## config.mk

```make
export PLATFORM = sky130hd
export DESIGN_NAME = bitvec_id_streamer
export DESIGN_NICKNAME = d
export VERILOG_FILES = /design/src/rtl/bitvec_id_streamer.sv
export SDC_FILE = /design/constraint.sdc
export NUM_CORES = 2
export LEC_CHECK = 0
export CAP_MARGIN = 20
export CELL_PAD_IN_SITES_DETAIL_PLACEMENT = 1
export CELL_PAD_IN_SITES_GLOBAL_PLACEMENT = 1
export CORE_ASPECT_RATIO = 1.25
export CORE_UTILIZATION = 30
export CTS_BUF_LIST = sky130_fd_sc_hd__clkbuf_8
export CTS_CLUSTER_SIZE = 30
export DETAILED_ROUTE_END_ITERATION = 16
export PLACE_DENSITY_LB_ADDON = 0.1
export SLEW_MARGIN = 20
export SYNTH_ARGS = -nofsm -noshare
export SYNTH_HDL_FRONTEND = slang
export SYNTH_SLANG_ARGS = --single-unit
```

## constraint.sdc

```tcl
create_clock -name clk -period 7.66 [get_ports clk]
set_input_delay 1.532 -clock clk [delete_from_list [all_inputs] [get_ports clk]]
set_output_delay 1.532 -clock clk [all_outputs]
set_load 0.1 [all_outputs]
```

## src/rtl/bitvec_id_streamer.sv

```systemverilog
// bitvec_id_streamer
//
// Buffers selected-resource bitmaps in a small FIFO and streams out the
// index of every set bit, lowest index first, one id per beat, with a
// valid/ready handshake. At most MAX_IDS ids are emitted per vector; when
// more bits were set, the final beat flags id_trunc. An all-zero vector
// produces a single id_empty beat so the consumer still sees one id_last
// per vector.
//
// Ports
//   clk          : clock, rising edge
//   rst          : synchronous active-high reset
//   vec_in       : bitmap to enqueue
//   vec_valid_in : vec_in valid this cycle (no backpressure upstream)
//   id_out       : resource index of the current beat
//   id_valid     : beat valid
//   id_ready     : consumer accepts the beat
//   id_last      : final beat of the current vector
//   id_empty     : vector had no set bits (id_out = 0)
//   id_trunc     : final beat left set bits unemitted
//   id_count     : ids emitted for the vector, valid with id_last
//   overflow     : sticky, a vector was dropped because the FIFO was full
//   fifo_level   : current FIFO occupancy
module bitvec_id_streamer #(
  parameter int BIT_VEC_SIZE     = 128,
  parameter int BIT_VEC_SIZE_LOG = 7,
  parameter int FIFO_DEPTH       = 4,
  parameter int MAX_IDS          = 16
) (
  input  logic                              clk,
  input  logic                              rst,
  input  logic [BIT_VEC_SIZE-1:0]           vec_in,
  input  logic                              vec_valid_in,
  output logic [BIT_VEC_SIZE_LOG-1:0]       id_out,
  output logic                              id_valid,
  input  logic                              id_ready,
  output logic                              id_last,
  output logic                              id_empty,
  output logic                              id_trunc,
  output logic [$clog2(MAX_IDS):0]          id_count,
  output logic                              overflow,
  output logic [$clog2(FIFO_DEPTH):0]       fifo_level
);

  localparam int PTR_W = $clog2(FIFO_DEPTH);
  localparam int LVL_W = PTR_W + 1;
  localparam int CNT_W = $clog2(MAX_IDS) + 1;

  typedef enum logic {
    IDLE = 1'b0,
    SCAN = 1'b1
  } state_t;

  state_t                  state_q, state_d;
  logic [BIT_VEC_SIZE-1:0] mem_q [FIFO_DEPTH];
  logic [BIT_VEC_SIZE-1:0] mem_d [FIFO_DEPTH];
  logic [PTR_W-1:0]        wr_ptr_q, wr_ptr_d;
  logic [PTR_W-1:0]        rd_ptr_q, rd_ptr_d;
  logic [LVL_W-1:0]        level_q, level_d;
  logic [BIT_VEC_SIZE-1:0] cur_vec_q, cur_vec_d;
  logic [CNT_W-1:0]        cnt_q, cnt_d;
  logic                    overflow_q, overflow_d;

  logic                        fifo_full;
  logic                        fifo_empty;
  logic [BIT_VEC_SIZE-1:0]     cur_minus_one;
  logic                        multi_bit;
  logic                        at_cap;
  logic                        is_last;
  logic [BIT_VEC_SIZE_LOG-1:0] lsb_idx;
  logic                        push;
  logic                        pop;

  assign fifo_full     = (level_q == LVL_W'(FIFO_DEPTH));
  assign fifo_empty    = (level_q == '0);
  // x & (x-1) clears the lowest set bit; anything left means two or more bits
  assign cur_minus_one = cur_vec_q - BIT_VEC_SIZE'(1);
  assign multi_bit     = |(cur_vec_q & cur_minus_one);
  assign at_cap        = (cnt_q == CNT_W'(MAX_IDS - 1));
  assign is_last       = !multi_bit || at_cap;
  assign overflow      = overflow_q;
  assign fifo_level    = level_q;

  // Priority encoder: scanning downward leaves the lowest set index
  always_comb begin
    lsb_idx = '0;
    for (int i = BIT_VEC_SIZE - 1; i >= 0; i--) begin
      if (cur_vec_q[i]) begin
        lsb_idx = BIT_VEC_SIZE_LOG'(i);
      end
    end
  end

  // Next-state, FIFO bookkeeping and beat outputs
  always_comb begin
    state_d    = state_q;
    mem_d      = mem_q;
    wr_ptr_d   = wr_ptr_q;
    rd_ptr_d   = rd_ptr_q;
    level_d    = level_q;
    cur_vec_d  = cur_vec_q;
    cnt_d      = cnt_q;
    overflow_d = overflow_q;
    push       = 1'b0;
    pop        = 1'b0;
    id_out     = '0;
    id_valid   = 1'b0;
    id_last    = 1'b0;
    id_empty   = 1'b0;
    id_trunc   = 1'b0;
    id_count   = '0;

    case (state_q)
      IDLE: begin
        if (!fifo_empty) begin
          pop       = 1'b1;
          cur_vec_d = mem_q[rd_ptr_q];
          cnt_d     = '0;
          state_d   = SCAN;
        end
      end
      SCAN: begin
        id_valid = 1'b1;
        id_empty = (cur_vec_q == '0);
        id_out   = lsb_idx;
        id_last  = is_last;
        if (is_last) begin
          id_trunc = at_cap && multi_bit;
          id_count = id_empty ? '0 : cnt_q + CNT_W'(1);
        end
        if (id_ready) begin
          if (is_last) begin
            // Chain straight into the next vector so there is no bubble
            if (!fifo_empty) begin
              pop       = 1'b1;
              cur_vec_d = mem_q[rd_ptr_q];
              cnt_d     = '0;
            end else begin
              cur_vec_d = '0;
              cnt_d     = '0;
              state_d   = IDLE;
            end
          end else begin
            cur_vec_d = cur_vec_q & cur_minus_one;
            cnt_d     = cnt_q + CNT_W'(1);
          end
        end
      end
      default: begin
        state_d = IDLE;
      end
    endcase

    // A full FIFO still accepts a vector when a slot frees up this cycle
    push = vec_valid_in && (!fifo_full || pop);
    if (vec_valid_in && !push) begin
      overflow_d = 1'b1;
    end

    if (push) begin
      mem_d[wr_ptr_q] = vec_in;
      wr_ptr_d        = wr_ptr_q + PTR_W'(1);
    end
    if (pop) begin
      rd_ptr_d = rd_ptr_q + PTR_W'(1);
    end

    case ({push, pop})
      2'b10:   level_d = level_q + LVL_W'(1);
      2'b01:   level_d = level_q - LVL_W'(1);
      default: level_d = level_q;
    endcase
  end

  // State registers
  always_ff @(posedge clk) begin
    if (rst) begin
      state_q    <= IDLE;
      mem_q      <= '{default: '0};
      wr_ptr_q   <= '0;
      rd_ptr_q   <= '0;
      level_q    <= '0;
      cur_vec_q  <= '0;
      cnt_q      <= '0;
      overflow_q <= 1'b0;
    end else begin
      state_q    <= state_d;
      mem_q      <= mem_d;
      wr_ptr_q   <= wr_ptr_d;
      rd_ptr_q   <= rd_ptr_d;
      level_q    <= level_d;
      cur_vec_q  <= cur_vec_d;
      cnt_q      <= cnt_d;
      overflow_q <= overflow_d;
    end
  end

endmodule

```

==> run metrics <==
outcome complete, no violations; I/O Buffers 151; Total Power 13.5 mW; Yosys warning total 0; Via-to-Cell Ratio 5.34; vias in the first global route 27600; share of cells above drive strength 1 12.2%; Pre-antenna DRT Iters 5; clock power share 25.2%; DR DRC count 0; H-tree depth 3; Power per Cell Area 372 nW/µm²; Synth cell types 78; combinational power share 42.8%; FF+latch count, synth 654; initial antenna violation count 2; clk buf depth 3; ys async rst share 0%; DP Cell Count 4573; crit-path max FO 10; Leakage 15.3 nW; sequential cell area fraction in the yosys report 42.2%; hold slack final 0.458 ns; initial core utilization 30.3%; part of the cycle the worst path needs 96.8%; Final HPWL DP 79.1 mm; final hold violation count 0; clk_skew 0.0377 ns; Setup crit start kind flop; top cells by count, synth nand2_1, dfxtp_1, mux2i_1; post-synthesis net count 3435; Most used DFF post-synth dfxtp_1; Final Critical Period 7.41 ns; Final WS setup 0.246 ns; first-pass GRT wire length 174 mm; CTS Sinks 654; Crit path largest cell delay 0.65 ns; R2R Path End fifo_level[2]; Finish-stage setup viols 0; number of hold buffers added after CTS 0; routed len/inst 23.9 µm; RSZ-0062 raised after global routing no; GPL Wtd Cong 0.914; Max-Cap Viols 0; Syn Inst Count 3295; slew margin rel. 23.1%; Final ANT Viol Nets 0; critical path's slowest cell or4_1; Max Freq 0.135 GHz; clock buffer count from CTS 114; flop-to-flop setup slack 1.87 ns; Fillers 11600; Remaining Overflow, GRT 0; Die Y 362 µm; Die Area 105000 µm²; Die Wd 290 µm; Critical Path Sink Type primary output; synthesized area per cell 9.41 µm²; count of final max-slew check failures 0; Layout area overhead 17.3%; min-delay worst type reg2reg; CORE AREA 102000 µm²; via count 25600; largest net degree at the start of global routing 221; overall routing resource usage 21.8%; drt total wl 115 mm; Sw Pwr 5.90 mW; Synth area leader dfxtp_1; Final Instance Count excl. Fillers 4787; data required time at the worst endpoint 6.13 ns; # nets final 3502; RR Startpoint cur_vec_q[0]; cell area after synthesis 31000 µm²; count leader, synth nand2_1; Critical path origin cur_vec_q[0]; R2R depth 18; row count 131; critical path capture point id_last; crit path buf inv count 4; Arr. time, crit path 5.88 ns; TritonCTS clock tree done; Critical Path, Cell by Cell nor4_2 -> nand4_1 -> buf_4 -> buf_4 -> or4_1 -> or3_1 -> a211oi_1 -> o32ai_1 -> nor4b_2 -> nand3_1 -> buf_4 -> nor2_1 -> nor2_1 -> nor2_1 -> buf_12; share of power burned in registers 32.0%; clk_lat worst skew 0.82 ns; Peak VDD IR 0.222 mV; Post-synth EDFFs 0; worst slack, placed 0.136 ns; initial DRC count 1317; CP Depth 15; synth top area cells dfxtp_1, mux2i_1, mux4_2, nand2_1, o21ai_0; Synth top area share 42.2%; Worst Tran Pin Value 1.15 ns; Worst Path Class, Setup reg2out; switching share of power 43.6%; CTS clk-pin slew, worst paths 0.07 ns; Int Power 7.63 mW; Top-Level Pins 152; setup TNS 0 ns; CP delay by family, top simple AND/OR/NAND/NOR gates; Root Buffer clkbuf_8
## metal layers
layer,track usage [%],vias to the layer above,wire (µm)
li1,-,12000,-
met1,26.7,13000,50100
met2,38.7,429,58200
met3,2.96,143,3490
met4,7.22,0,2850
met5,0,-,0
## state kept, by name, indices dropped and copies added, names as in the netlist
register / cells
fifo_level: 3
cnt_q: 5
mem_q: 512
rd_ptr_q: 2
overflow: 1
wr_ptr_q: 2
state_q: 1
cur_vec_q: 128
## power by group through the flow
stage	Clock (mW)	Sequential, mW	Combinational [mW]
floorplan	0	4.15	3.63
global placement	0	4.38	5.75
detailed placement	0	4.41	5.75
CTS	3.56	4.34	5.82
global route	3.70	4.41	6.18
finish	3.41	4.34	5.79
## cells in the final DEF, fill, tap and decap left out, drive strengths merged, types with 7 or more instances in the layout
cell type      instances
inv                   99
o41ai                 15
nor3                  61
mux2i                513
a21oi                 71
buf                   81
nand2                711
and2                   8
a21boi                 7
dfxtp                654
clkdlybuf4s50        142
and3                   7
a221o                 14
nand4                 23
nor4                  67
clkinv                14
nand3                 28
o211ai                 9
a31oi                 18
nor2                 169
mux4                 128
ha                     7
or4                   31
and4                   7
o2111ai                8
a22o                  70
or3                   27
or2                    8
a211oi                 9
o21ai                172
o31ai                 32
clkbuf               146
## through the flow
step	cell area [µm²]	util [%]
after floorplan	31000	-
after global placement	33900	33.1
after detailed placement	33900	33.1
after CTS	36300	35.5
after global routing	36400	35.6
final	36400	35.6
## tightest hold or removal path, delay by kind of cell (launching register included)
family	cells	cell delay [ns]
multiplexers	1	0.05
AND/OR/NAND/NOR	1	0.05
flip-flops	1	0.31
## logic make-up (layout without fill, tap and decap cells)
| kind of cell | Yosys count | count (layout) | share of synthesized area, % |
|---|---|---|---|
| and+or+nand+nor | 1166 | 1166 | 16.5 |
| DFF | 654 | 654 | 42.2 |
| muxes | 641 | 641 | 25.8 |
| AOI/OAI and AO/OA | 490 | 490 | 10.5 |
| buffers and inverters | 329 | 489 | 4.34 |
| adders and majority gates | 10 | 10 | 0.411 |
| xor gates and xnor gates | 5 | 5 | 0.141 |
| other | 0 | 2 | 0 |
## worst min path at each step
stage	start	end	slack, ns	cells after the start
2_1_floorplan	mem_q[256]	mem_q[256]	0.43	2
4_1_cts	mem_q[251]	mem_q[251]	0.46	2
6_report	mem_q[337]	mem_q[337]	0.46	2
3_3_place_gp	cnt_q[4]	cnt_q[4]	0.44	2
3_5_place_dp	mem_q[224]	mem_q[224]	0.45	2
5_1_grt	mem_q[287]	mem_q[287]	0.48	2
## repair_timing
action	4_1_cts	5_1_grt
hold endpoints to repair	0	0
pin swaps	2	2
buffers inserted	1	2
cloned	0	0
endpoints found under the setup margin	7	6
gates resized for setup	7	4
## cell type report
class                   instances  area (µm²)  area share [%]
repair buffers                223        2240            6.16
well taps                    1330        1660            4.57
flip-flops and latches        654       13100            36.0
diodes                          2        5.00          0.0138
clock buffers                 146        2010            5.52
clock inverters                63         408            1.12
inverters                      57         221           0.609
multi-input cells            2312       16700            46.0
No activity file was read; power rests on OpenSTA's default activity.
